**src/rtl/ascon_block_packer.sv**
```systemverilog
// Packs a 32-bit word stream into 64-bit big-endian Ascon-128 rate blocks,
// applying 0x80-then-zeros padding and flagging the final block of each message.
module ascon_block_packer #(
    parameter logic [7:0] PAD_BYTE = 8'h80
) (
    input  logic        clock_i,
    input  logic        resetb_i,
    input  logic [31:0] data_i,
    input  logic        data_valid_i,
    input  logic        data_last_i,
    input  logic [2:0]  data_bytes_i,
    output logic        data_ready_o,
    output logic [63:0] block_o,
    output logic        block_valid_o,
    output logic        block_last_o,
    input  logic        block_ready_i
);

    typedef enum logic [1:0] {
        S_HI  = 2'd0,
        S_LO  = 2'd1,
        S_OUT = 2'd2,
        S_PAD = 2'd3
    } state_t;

    state_t      state_reg, state_next;
    logic [63:0] buf_reg, buf_next;
    logic        last_flag_reg, last_flag_next;
    logic        pad_pending_reg, pad_pending_next;

    logic [2:0]  n_bytes;
    logic        last_full;
    logic [31:0] masked_word;
    logic [31:0] padded_word;
    logic        word_fire;
    logic        block_fire;

    assign n_bytes   = (data_bytes_i > 3'd4) ? 3'd4 : data_bytes_i;
    assign last_full = (n_bytes == 3'd4);

    // Per-lane masking of bytes past the message end, and pad insertion at lane n.
    generate
        for (genvar gi = 0; gi < 4; gi++) begin : g_lane
            assign masked_word[31-8*gi -: 8] =
                (!data_last_i || (3'(gi) < n_bytes)) ? data_i[31-8*gi -: 8] : 8'h00;
            assign padded_word[31-8*gi -: 8] =
                (3'(gi) == n_bytes) ? PAD_BYTE : masked_word[31-8*gi -: 8];
        end
    endgenerate

    assign data_ready_o  = !resetb_i && ((state_reg == S_HI) || (state_reg == S_LO));
    assign block_valid_o = (state_reg == S_OUT) || (state_reg == S_PAD);
    assign block_last_o  = (state_reg == S_PAD) || ((state_reg == S_OUT) && last_flag_reg);
    assign block_o       = (state_reg == S_PAD) ? {PAD_BYTE, 56'h0} : buf_reg;

    assign word_fire  = data_valid_i && data_ready_o;
    assign block_fire = block_valid_o && block_ready_i;

    always_comb begin
        state_next       = state_reg;
        buf_next         = buf_reg;
        last_flag_next   = last_flag_reg;
        pad_pending_next = pad_pending_reg;
        case (state_reg)
            S_HI: begin
                if (word_fire) begin
                    if (!data_last_i) begin
                        buf_next[63:32] = data_i;
                        state_next      = S_LO;
                    end else begin
                        // A full last word pushes the pad into the low half.
                        buf_next       = {padded_word, last_full ? {PAD_BYTE, 24'h0} : 32'h0};
                        last_flag_next = 1'b1;
                        state_next     = S_OUT;
                    end
                end
            end
            S_LO: begin
                if (word_fire) begin
                    state_next = S_OUT;
                    if (!data_last_i) begin
                        buf_next[31:0] = data_i;
                        last_flag_next = 1'b0;
                    end else if (!last_full) begin
                        buf_next[31:0] = padded_word;
                        last_flag_next = 1'b1;
                    end else begin
                        // Message fills the block exactly: pad goes out as its own block.
                        buf_next[31:0]   = masked_word;
                        last_flag_next   = 1'b0;
                        pad_pending_next = 1'b1;
                    end
                end
            end
            S_OUT: begin
                if (block_fire) begin
                    state_next = pad_pending_reg ? S_PAD : S_HI;
                end
            end
            S_PAD: begin
                if (block_fire) begin
                    pad_pending_next = 1'b0;
                    state_next       = S_HI;
                end
            end
            default: state_next = S_HI;
        endcase
    end

    always_ff @(posedge clock_i) begin
        if (resetb_i) begin
            state_reg       <= S_HI;
            buf_reg         <= 64'h0;
            last_flag_reg   <= 1'b0;
            pad_pending_reg <= 1'b0;
        end else begin
            state_reg       <= state_next;
            buf_reg         <= buf_next;
            last_flag_reg   <= last_flag_next;
            pad_pending_reg <= pad_pending_next;
        end
    end

endmodule

```
**config.mk**
```make
export PLATFORM = sky130hd
export DESIGN_NAME = ascon_block_packer
export DESIGN_NICKNAME = d
export VERILOG_FILES = /design/src/rtl/ascon_block_packer.sv
export SDC_FILE = /design/constraint.sdc
export NUM_CORES = 1
export LEC_CHECK = 0
export CAP_MARGIN = 5
export CORE_MARGIN = 3
export CORE_UTILIZATION = 45
export DETAILED_ROUTE_END_ITERATION = 8
export PLACE_DENSITY_LB_ADDON = 0.25
export SLEW_MARGIN = 20
export SYNTH_ARGS = -nofsm -noshare
export SYNTH_HDL_FRONTEND = slang
export SYNTH_SLANG_ARGS = --single-unit
```
**constraint.sdc**
```tcl
create_clock -name clock_i -period 1.8 [get_ports clock_i]
set_clock_uncertainty 0.1 [all_clocks]
set_input_delay 0.36 -clock clock_i [delete_from_list [all_inputs] [get_ports clock_i]]
set_output_delay 0.36 -clock clock_i [all_outputs]
set_load 0.05 [all_outputs]
```
==> metrics.txt <==
# TYPE chip_impl_metric gauge
chip_impl_metric{name="io_buffer_count",unit=""} 106
chip_impl_metric{name="clockBufferDepth",unit=""} 2
chip_impl_metric{name="cts_hold_buf",unit=""} 0
chip_impl_metric{name="grtUsageMet3",unit=""} 0.05109
chip_impl_metric{name="antenna_violations_before_repair",unit=""} 0
chip_impl_metric{name="arrival_time_of_data_at_the_critical_path_endpoint",unit="ps"} 1320
chip_impl_info{name="critical_path.endpoint_type",value="output port"} 1
chip_impl_info{name="crit_path_cell_chain",value="nand2_4, clkbuf_16, and2_2, buf_6"} 1
chip_impl_metric{name="grt_pass1_vias",unit=""} 2827
chip_impl_metric{name="reg2reg_setup_slack",unit="ps"} 100
chip_impl_metric{name="ff2ff_path_depth",unit=""} 5
chip_impl_metric{name="crit_path_max_fanout",unit=""} 20
chip_impl_info{name="r2r-start",value="state_reg[1]"} 1
chip_impl_metric{name="largest_register_ff_count",unit=""} 64
chip_impl_metric{name="synthDistinctLibCells",unit=""} 36
chip_impl_metric{name="postCtsSetupRepairBufs",unit=""} 0
chip_impl_metric{name="detail_route.vias_per_cell",unit=""} 5.371
chip_impl_metric{name="share_seq_of_total_power",unit=""} 0.440
chip_impl_info{name="endpoint_of_the_worst_hold_path",value="last_flag_reg"} 1
chip_impl_metric{name="power.net_switching",unit="mW"} 1.004
chip_impl_metric{name="cp.buffers_inverters",unit=""} 2
chip_impl_metric{name="critical_path_required",unit="ps"} 1340
chip_impl_metric{name="grt.total_usage",unit=""} 0.2265
chip_impl_metric{name="total_leakage_power",unit="nW"} 1.941
chip_impl_metric{name="finalWeightedCongestion",unit=""} 0.9087
chip_impl_metric{name="die_height",unit="µm"} 87.49
chip_impl_info{name="worst_r2r_endpoint",value="buf_reg[51]"} 1
chip_impl_metric{name="floorplan.die_area",unit="mm²"} 0.007654
chip_impl_info{name="tritoncts",value="yes"} 1
chip_impl_metric{name="insertion_delay",unit="ps"} 330
chip_impl_metric{name="die_w",unit="µm"} 87.49
chip_impl_metric{name="design.portCount",unit=""} 107
chip_impl_info{name="outcome",value="finished clean"} 1
chip_impl_metric{name="synth.ff_latch_count",unit=""} 68
chip_impl_metric{name="layout_worst_path_cycle_share",unit=""} 0.9917
chip_impl_metric{name="globalRouteMet1Util",unit=""} 0.2951
chip_impl_metric{name="synth_sequential_area_ratio",unit=""} 0.4556
chip_impl_metric{name="clock.fmax",unit="GHz"} 0.5602
chip_impl_info{name="cp-start-kind",value="register"} 1
chip_impl_metric{name="total_count_of_max_transition_violations_in_the_final_report",unit=""} 0
chip_impl_metric{name="grt_util_met2",unit=""} 0.3623
chip_impl_metric{name="leftover_overflow_at_the_end_of_global_routing",unit=""} 0
chip_impl_metric{name="syn_to_final_growth",unit="%"} 56.78
chip_impl_metric{name="routed_wire_length_per_instance",unit="µm"} 15.45
chip_impl_metric{name="final_core_utilization",unit=""} 0.7335
chip_impl_metric{name="initial_utilization",unit=""} 0.4679
chip_impl_metric{name="layout-drive-gt1-share",unit=""} 0.4026
chip_impl_metric{name="internal-power",unit="mW"} 2.607
chip_impl_info{name="grt.busiest_layer",value="met2"} 1
chip_impl_metric{name="tightestPinTransition",unit="ps"} 542.3
chip_impl_metric{name="power.density_cell_area",unit="mW/mm²"} 770.7
chip_impl_metric{name="dr.pass1.iters",unit=""} 4
chip_impl_metric{name="grt_max_degree",unit=""} 55
chip_impl_metric{name="dp_hpwl",unit="µm"} 5736
chip_impl_metric{name="sw_frac_of_total",unit=""} 0.2780
chip_impl_metric{name="first_iter_violations",unit=""} 202
chip_impl_metric{name="numCtsBuffers",unit=""} 9
chip_impl_metric{name="remaining_drc_errors",unit=""} 0
chip_impl_metric{name="ys.warnings.count",unit=""} 0
chip_impl_metric{name="max_stage_delay",unit="ps"} 380
chip_impl_metric{name="syn-cell-area",unit="mm²"} 0.002988
chip_impl_info{name="hold_path_startpoint",value="resetb_i"} 1
chip_impl_metric{name="design.core.area",unit="mm²"} 0.006386
chip_impl_metric{name="clk_pin_slew",unit="ps"} 60
chip_impl_metric{name="avgSynthCellArea",unit="µm²"} 8.814
chip_impl_metric{name="dpl.cell_count",unit=""} 524
chip_impl_metric{name="ant_nets",unit=""} 0
chip_impl_info{name="timing.hold.worst.class",value="in2reg"} 1
chip_impl_metric{name="p_clk_frac",unit=""} 0.340
chip_impl_metric{name="final_period_minus_worst_setup_slack",unit="ps"} 1785
chip_impl_metric{name="finalSetupViolations",unit=""} 0
chip_impl_metric{name="h-tree-depth",unit=""} 3
chip_impl_info{name="criticalPathCategory",value="reg2out"} 1
chip_impl_metric{name="tightest_slew_margin_relative_to_the_limit",unit=""} 0.6385
chip_impl_info{name="crit_start",value="state_reg[1]"} 1
chip_impl_metric{name="nFillCells",unit=""} 512
chip_impl_info{name="setup_repair_after_global_routing_missed_its_margin",value="yes"} 1
chip_impl_info{name="cell_family_contributing_the_most_delay_on_the_critical_path",value="flip-flops"} 1
chip_impl_metric{name="core.rowCount",unit=""} 29
chip_impl_info{name="cts.root.buffer_cell",value="sky130_fd_sc_hd__clkbuf_8"} 1
chip_impl_metric{name="comb_power_share",unit=""} 0.219
chip_impl_metric{name="antenna_cells_inserted",unit=""} 0
chip_impl_metric{name="synth.net_count",unit=""} 379
chip_impl_metric{name="detail_route.wirelength",unit="µm"} 8330
chip_impl_info{name="worst_path_max_delay_cell",value="sky130_fd_sc_hd__dfxtp_4"} 1
chip_impl_metric{name="finalNetCount",unit=""} 499
chip_impl_metric{name="fin_cells",unit=""} 539
chip_impl_metric{name="timing.final.hold_violations",unit=""} 0
chip_impl_metric{name="cts.sinks",unit=""} 68
chip_impl_metric{name="grt_pass1_wl",unit="µm"} 13610
chip_impl_metric{name="post_synth_inst_count",unit=""} 339
chip_impl_metric{name="vias",unit=""} 2895
chip_impl_metric{name="ir_worst_vdd",unit="V"} 0.0005199
chip_impl_metric{name="whs_path_depth",unit=""} 2
chip_impl_metric{name="timing.max_cap.violations",unit=""} 0
area by class of cell:
cell class                      count  area (µm²)  share of cell area
Timing Repair Buffer              136        1453              0.3101
Tap cell                           77       96.34             0.02057
Clock inverter                      2       35.03            0.007479
Clock buffer                       12       155.1             0.03312
Inverter                            1       3.754           0.0008013
Sequential cell                    68        1369              0.2922
Multi-Input combinational cell    243        1573              0.3357
metal layers:
layer / wire length [µm] / share of wire
met1: 3576 / 0.43
met2: 4037 / 0.48
met3: 524 / 0.063
met4: 191 / 0.023
met5: 0 / 0
through the flow:
| step | setup slack (ps) | power (mW) | instance area, µm² | TNS, ps | hold slack (ps) |
|---|---|---|---|---|---|
| global placement | -349.8 | 2.348 | 4188 | -15600 | 339.2 |
| global route | -31.03 | 3.755 | 4684 | -785.2 | 175.5 |
| floorplan | 31.07 | 2.062 | 3065 | 0 | 331.7 |
| finish | 15.01 | 3.611 | 4684 | 0 | 177.1 |
| CTS | -7.000 | 3.616 | 4602 | -49.82 | 165.7 |
| detailed placement | -389.5 | 2.359 | 4188 | -16450 | 341.9 |
worst max path at each step:
stage,end,cells past startpoint,slack (ps)
final,block_o[61],4,20
after CTS,block_o[50],4,-7
after floorplan,data_ready_o,4,30
after global placement,buf_reg[52],5,-350
after global routing,block_o[61],4,-30
after detailed placement,buf_reg[50],6,-390
cells in the mapped netlist:
| cell | number | area [µm²] |
|---|---|---|
| sky130_fd_sc_hd__dfxtp_1 | 68 | 1361 |
| sky130_fd_sc_hd__and2_1 | 64 | 400.4 |
| sky130_fd_sc_hd__nor2_1 | 59 | 221.5 |
| sky130_fd_sc_hd__a22oi_1 | 44 | 330.3 |
| sky130_fd_sc_hd__clkbuf_1 | 15 | 56.30 |
| sky130_fd_sc_hd__a21oi_1 | 12 | 60.06 |
| sky130_fd_sc_hd__nand2_1 | 12 | 45.04 |
| sky130_fd_sc_hd__a32oi_1 | 7 | 61.31 |
| sky130_fd_sc_hd__nand3_1 | 7 | 35.03 |
| sky130_fd_sc_hd__buf_2 | 6 | 30.03 |
| sky130_fd_sc_hd__buf_6 | 5 | 56.30 |
| sky130_fd_sc_hd__nand2b_1 | 5 | 31.28 |
| sky130_fd_sc_hd__nor3_1 | 4 | 20.02 |
| sky130_fd_sc_hd__a311oi_1 | 3 | 26.28 |
| sky130_fd_sc_hd__nor2b_1 | 3 | 18.77 |
| sky130_fd_sc_hd__a211oi_1 | 2 | 15.01 |
| sky130_fd_sc_hd__nand3b_1 | 2 | 15.01 |
| sky130_fd_sc_hd__o21ai_0 | 2 | 10.01 |
| sky130_fd_sc_hd__o21bai_1 | 2 | 15.01 |
| sky130_fd_sc_hd__a21o_1 | 1 | 7.510 |
| sky130_fd_sc_hd__a21oi_4 | 1 | 16.27 |
| sky130_fd_sc_hd__a31oi_1 | 1 | 6.260 |
| sky130_fd_sc_hd__buf_1 | 1 | 3.750 |
| sky130_fd_sc_hd__inv_1 | 1 | 3.750 |
| sky130_fd_sc_hd__mux2i_1 | 1 | 10.01 |
| sky130_fd_sc_hd__nand4bb_1 | 1 | 11.26 |
| sky130_fd_sc_hd__nor2_4 | 1 | 11.26 |
| sky130_fd_sc_hd__nor2_8 | 1 | 20.02 |
| sky130_fd_sc_hd__nor3b_1 | 1 | 7.510 |
| sky130_fd_sc_hd__nor3b_2 | 1 | 12.51 |
| sky130_fd_sc_hd__nor3b_4 | 1 | 18.77 |
| sky130_fd_sc_hd__nor4b_2 | 1 | 15.01 |
| sky130_fd_sc_hd__o21a_1 | 1 | 7.510 |
| sky130_fd_sc_hd__o21ai_1 | 1 | 5.000 |
| sky130_fd_sc_hd__o311ai_0 | 1 | 8.760 |
| sky130_fd_sc_hd__or4b_4 | 1 | 13.76 |
worst register-to-register path, cell delays in order (launching register included):
cell and delay, ps:
sky130_fd_sc_hd__dfxtp_4 370, sky130_fd_sc_hd__or4b_4 650, sky130_fd_sc_hd__buf_6 190, sky130_fd_sc_hd__nor2_8 160, sky130_fd_sc_hd__a22oi_1 90, sky130_fd_sc_hd__nor2_1 90
placed cells by master, fill, tap and decap left out, drive strengths merged:
cell type      Yosys  routed
a32oi              7       7
inv                1       1
mux2i              1       1
nor2b              3       3
nand3              7       7
o21a               1       1
nor3               4       4
nand2             12      12
buf               12      97
clkinv             0       1
bufinv             0       1
a22oi             44      44
nor4b              1       1
nand2b             5       5
or4b               1       1
a21o               1       1
nor2              61      61
a211oi             2       2
a21oi             13      13
o21ai              3       3
dfxtp             68      68
clkbuf            15      13
o311ai             1       1
nor3b              3       3
nand3b             2       2
clkdlybuf4s50      0      37
and2              64      64
a31oi              1       1
nand4bb            1       1
dlygate4sd2        0       1
a311oi             3       3
o21bai             2       2
repair_timing:
item | 4_1_cts | 5_1_grt
setup endpoints to repair | 81 | 76
hold endpoints to repair | 0 | 0
gates resized for setup | 63 | 16
cloned | 0 | 1
power groups by stage:
stage                     logic (mW)  clock network (mW)  registers, mW
after floorplan                0.451                   0           1.61
final                          0.792                1.23           1.59
after global routing           0.846                1.31           1.60
after detailed placement       0.739                   0           1.62
after CTS                      0.779                1.25           1.59
after global placement         0.729                   0           1.62
cell families after synthesis:
logic type / count (synthesis) / synth area share
DFF: 68 / 0.4556
and+or+nand+nor: 164 / 0.3002
AOI/OAI and AO/OA: 78 / 0.1905
buffers and inverters: 28 / 0.05025
muxes: 1 / 0.003350
(Power assumes the default switching activity.)
==> RTL edit 1 (same settings) <==
Encoding of `state_t`: now one-hot (4 bits for 4 states).
--- a/src/rtl/ascon_block_packer.sv
+++ b/src/rtl/ascon_block_packer.sv
@@ -16,11 +16,11 @@
     input  logic        block_ready_i
 );
 
-    typedef enum logic [1:0] {
-        S_HI  = 2'd0,
-        S_LO  = 2'd1,
-        S_OUT = 2'd2,
-        S_PAD = 2'd3
+    typedef enum logic [3:0] {
+        S_HI  = 4'b0001,
+        S_LO  = 4'b0010,
+        S_OUT = 4'b0100,
+        S_PAD = 4'b1000
     } state_t;
 
     state_t      state_reg, state_next;
Check against the original RTL: no difference found for any inputs over 4 cycles, from zero or initial values and one cycle with resetb_i high; so few cycles prove little.
==> RTL edit 1 against the unedited design <==
  * The run now ends with negative setup slack left
  * Non-clock buffer count grew 24
  * Sequential cell count grew 2
  * Wire length up 49%
  * Power up 1.5%
  * Global-route usage up 1.4 points
  * Count of clock-buffer cells in the layout down 2
  * Final area is 24% higher
  * Hold slack improved by 0.19 ns
  * Setup slack got worse by 0.39 ns
  * Utilization grew 10 points
  * Sequential share of layout area fell by 4.9 points
  * Synthesized area grew 10%
==> RTL edit 1: results (changes against the unedited design) <==
STA
* min setup slack post-route: -0.372 ns, -0.387 ns
* final-report setup violation count: 128, +128
* setup TNS: -31.42 ns, -31.42 ns
* Slew HR: 58.1%, -5.8 points

Placement
* setup slack at placement: -0.399 ns, -0.00977 ns
* Port Buf Inserts: 106, unchanged
* Post-DP HPWL: 6900 um, +20%
* final weighted congestion in routability-driven placement: 0.882, -3.0%

Drt
* met3 routed wirelength: 921 um, +76%
* M1 WL: 4800 um, +34%
* number of detailed-routing iterations run before antenna repair: 5, +1
* starting DRC count in detailed routing: 321, +59%
* total wirelength of the detailed-routed design: 12400 um, +49%
* routed length on met2: 6170 um, +53%
* Via density: 5.85, +9.0%

Critical path
* largest fanout on the critical path: 16, -20%
* Critical Path AT: 1.71 ns, +0.39 ns
* Register-to-Register Setup Slack: -0.35 ns, -0.45 ns

Global routing
* wire length of the first global-routing pass: 16400 um, +21%
* largest net degree at the start of global routing: 49, -11%
* Total GRT Usage: 24.0%, +1.4 points
* via count of the first global-routing pass: 3398, +20%

Synthesis
* count of distinct cell types in the synthesized netlist: 41, +14%
* most numerous cell types in the synthesized netlist: dfxtp_1, nor2b_1, nor2_1
* register area share after synthesis: 42.6%, -3.0 points
* top post-synthesis cells by area: dfxtp_1, nor2b_1, a32oi_1, nor2_1, a21oi_1
* post-synthesis mux area share: 0.342%, +0.0072 points
* share of the synthesized area in compound gates (AO/OA/AOI/OAI): 16.5%, -2.5 points
* number of nets in the synthesized netlist: 436, +15%

CTS
* H-tree Lvls: 3, unchanged
* clock input transition at the sequential cells of the worst setup and hold paths: 0.09 ns, +0.03 ns

Outcome
* failing checks: negative setup slack
* result of the run: finished with violations

Power
* static leakage: 2.22 nW, +14%
* Peak VDD IR: 0.000551 V, +6.1%

Worst hold path
* type of the worst min-delay path: register to register

Finish
* nets: 570, +14%
* layout cells sized above 1: 50.1%, +9.8 points
* Fillers: 361, -29%

[RTL edit 1: cell types whose count changed in the layout (fill, tap and decap cells not counted), moves of 10 or more]
cell / change
nand2_1: +17
and2_2: -60
nor2_1: -11
a22oi_1: -44
a32oi_2: +10
nor2b_1: +16
a21oi_2: +23
nor2b_4: +39
buf_6: -29
buf_4: +37
[RTL edit 1: repair_timing]
action | 4_1_cts | 5_1_grt
endpoints found under the setup margin | 86 | 134
resized for setup | 52 | 81
gates cloned | 1 | 6
pin swaps | 7 | 25
setup buffers | 7 | 7
[RTL edit 1: cell type report]
cell class              count  area (um2)  area share, %
clock inverters             6        47.5          0.822
clock buffers              10         128           2.21
flip-flops and latches     70        1410           24.3
repair buffers            160        1700           29.3
well taps                  96         120           2.08
multi-input cells         285        2370           41.0
inverters                   4        15.0          0.260
[RTL edit 1: metal layers]
metal | vias to the layer above | GRT usage [%]
met3 | 56 | 5.80
met5 | - | 0
met1 | 1793 | 30.1
li1 | 1642 | -
met2 | 203 | 41.1
met4 | 0 | 6.53
[RTL edit 1: kinds of logic (layout without fill, tap and decap cells)]
logic type	after synthesis	after routing
flops	70	70
compound gates	78	78
buf+inv	41	180
mux	1	1
simple gates	206	206
[RTL edit 1: where the power goes]
| part | internal [mW] | switching [mW] | leakage, nW |
|---|---|---|---|
| sequential | 1.59 | 0.0324 | 0.568 |
| clock | 0.507 | 0.660 | 0.0751 |
| combinational | 0.400 | 0.472 | 1.57 |
| total | 2.50 | 1.16 | 2.22 |
[RTL edit 1: final timing paths]
path	start	to	cells after the start
worst max-delay path	state_reg[0]	block_o[8]	5
worst min register to register	buf_reg[56]	buf_reg[56]	2
worst min-delay path	buf_reg[56]	buf_reg[56]	2
worst max register to register	state_reg[0]	buf_reg[29]	8
[RTL edit 1: critical path: stages, from the launching register on]
cell and delay (ns):
dfxtp_2 0.34, nor4b_4 0.36, buf_12 0.20, buf_12 0.19, nor2b_1 0.09, buf_4 0.19
[RTL edit 1: through the flow]
step | utilization [%] | instances | hold slack (ns) | cell area [um2]
after floorplan | - | 396 | 0.327 | 3680
after global placement | 70.3 | 596 | 0.338 | 4880
after detailed placement | 70.3 | 596 | 0.350 | 4880
after CTS | 76.3 | 619 | 0.364 | 5300
after global routing | 83.3 | 631 | 0.387 | 5790
final | 83.3 | 631 | 0.366 | 5790
==> RTL edit 2 (config.mk and constraints unchanged) <==
Made on the original files. Change the parameter `PAD_BYTE` from 8'h80 to 8'h40.
--- a/src/rtl/ascon_block_packer.sv
+++ b/src/rtl/ascon_block_packer.sv
@@ -1,7 +1,7 @@
 // Packs a 32-bit word stream into 64-bit big-endian Ascon-128 rate blocks,
 // applying 0x80-then-zeros padding and flagging the final block of each message.
 module ascon_block_packer #(
-    parameter logic [7:0] PAD_BYTE = 8'h80
+    parameter logic [7:0] PAD_BYTE = 8'h40
 ) (
     input  logic        clock_i,
     input  logic        resetb_i,
Formal check against the unedited RTL: not equivalent (a bounded check fails within 4 cycles, from zero or initial values and one cycle with resetb_i high).
==> RTL edit 2 against the unedited design <==
  * Power is 3.9% lower
  * Clock power is 15% lower
  * Setup slack worse by 0.027 ns
  * Hold slack better by 0.16 ns
  * Global-route usage is 1.5 points higher
  * Wire length is 10% higher
  * Critical path type unchanged
  * Final area is 1.8% higher
  * Cell count is 1.9% higher
  * Synthesized area is 0.92% lower
  * Sequential cell count stayed put
  * Sequential power hardly changed
  * Critical endpoint is now block_o[56]
  * The flow now finishes with violations (negative setup slack)
==> RTL edit 2: results (changes against the unedited design) <==
Outcome
* result of the run: finished with violations
* failing checks: negative setup slack

Synthesis
* top post-synthesis cells by area: dfxtp_1, and2_1, a22oi_1, nor2_1, a21oi_1
* number of nets in the synthesized netlist: 386, +1.8%
* mean area per synthesized cell: 8.56 um2, -2.9%
* most numerous cell types in the synthesized netlist: dfxtp_1, and2_1, nor2_1
* register area share after synthesis: 46.0%, +0.42 points

Drt
* starting DRC count in detailed routing: 156, -23%
* total wirelength of the detailed-routed design: 9180 um, +10%

STA
* slew at the pin with the worst max-slew slack: 0.482 ns, -0.0606 ns
* setup TNS: -0.0223 ns, -0.0223 ns
* final-report setup violation count: 5, +5
* final worst path period share: 101%, +1.5 points
* min setup slack post-route: -0.0117 ns, -0.0268 ns

Critical path
* Critical Path AT: 1.35 ns, +0.03 ns
* largest fanout on the critical path: 16, -20%
* slowest CP cell: dfxtp_4

Power
* static leakage: 1.95 nW, +0.71%
* Peak VDD IR: 0.000515 V, -1.0%

CTS
* buffer type at the clock tree root: clkbuf_8
* clock buffer count from CTS: 9, unchanged

Finish
* utilization after layout: 77.8%, +4.5 points
* nets: 511, +2.4%
* layout cells sized above 1: 42.2%, +1.9 points
* Post-Layout Cell Count: 549, +1.9%

Global routing
* wire length of the first global-routing pass: 14300 um, +5.0%
* via count of the first global-routing pass: 2953, +4.5%
* largest net degree at the start of global routing: 48, -13%

Placement
* final weighted congestion in routability-driven placement: 0.902, -0.79%
* setup slack at placement: -0.421 ns, -0.0313 ns
* instance count after placement with tap cells included: 531, +1.3%
* Post-DP HPWL: 5860 um, +2.2%

[RTL edit 2: worst paths after layout]
path	cells past startpoint	end	slack, ns
setup / recovery	4	block_o[56]	-0.01
hold / removal	3	state_reg[1]	0.34
setup reg to reg	6	buf_reg[45]	0.01
hold reg to reg	2	buf_reg[30]	0.35
[RTL edit 2: cell type report]
class	instances	area (um2)
repair buffers	141	1510
clock buffers	12	145
well taps	75	93.8
multi-input cells	249	1630
flip-flops and latches	68	1370
clock inverters	2	12.5
inverters	2	7.51
fillers	411	1360
[RTL edit 2: power by group]
| part | total (mW) | switching, mW | leakage (nW) | internal (mW) |
|---|---|---|---|---|
| logic | 0.828 | 0.467 | 1.32 | 0.361 |
| clock network | 1.05 | 0.534 | 0.0783 | 0.521 |
| registers | 1.59 | 0.0297 | 0.553 | 1.56 |
| total | 3.47 | 1.03 | 1.95 | 2.44 |
[RTL edit 2: metrics by stage]
step	hold slack [ns]	instance area, um2
5_1_grt	0.334	4770
2_1_floorplan	0.327	3040
3_3_place_gp	0.334	4190
3_5_place_dp	0.346	4190
4_1_cts	0.292	4690
6_report	0.337	4770
[RTL edit 2: layer usage]
layer  up-vias  track usage, %  wire length (um)
li1       1444               -                 -
met1      1422            30.6              3880
met2       104            39.7              4480
met3        16            6.43               633
met4         0            8.79               180
met5         -               0                 0
[RTL edit 2: cell families (layout without fill, tap and decap cells)]
family                 count (synthesis)  after routing  synth area share (%)
DFF                                   68             68                  46.0
muxes                                  1              1                 0.338
AOI/OAI and AO/OA                     78             78                  18.6
buffers and inverters                 29            157                  4.69
and+or+nand+nor                      170            170                  30.4
[RTL edit 2: worst max-delay path, delay by kind of cell, from the launching register on]
kind          cells  cell delay, ns
flops             1            0.37
buf+inv           2            0.33
simple gates      2            0.31
[RTL edit 2: timing repair]
| item | in CTS | in global routing |
|---|---|---|
| cloned | 2 | 0 |
| endpoints found under the setup margin | 88 | 123 |
| buffers inserted | 3 | 0 |
| pin swaps | 3 | 2 |
| resized for setup | 76 | 19 |
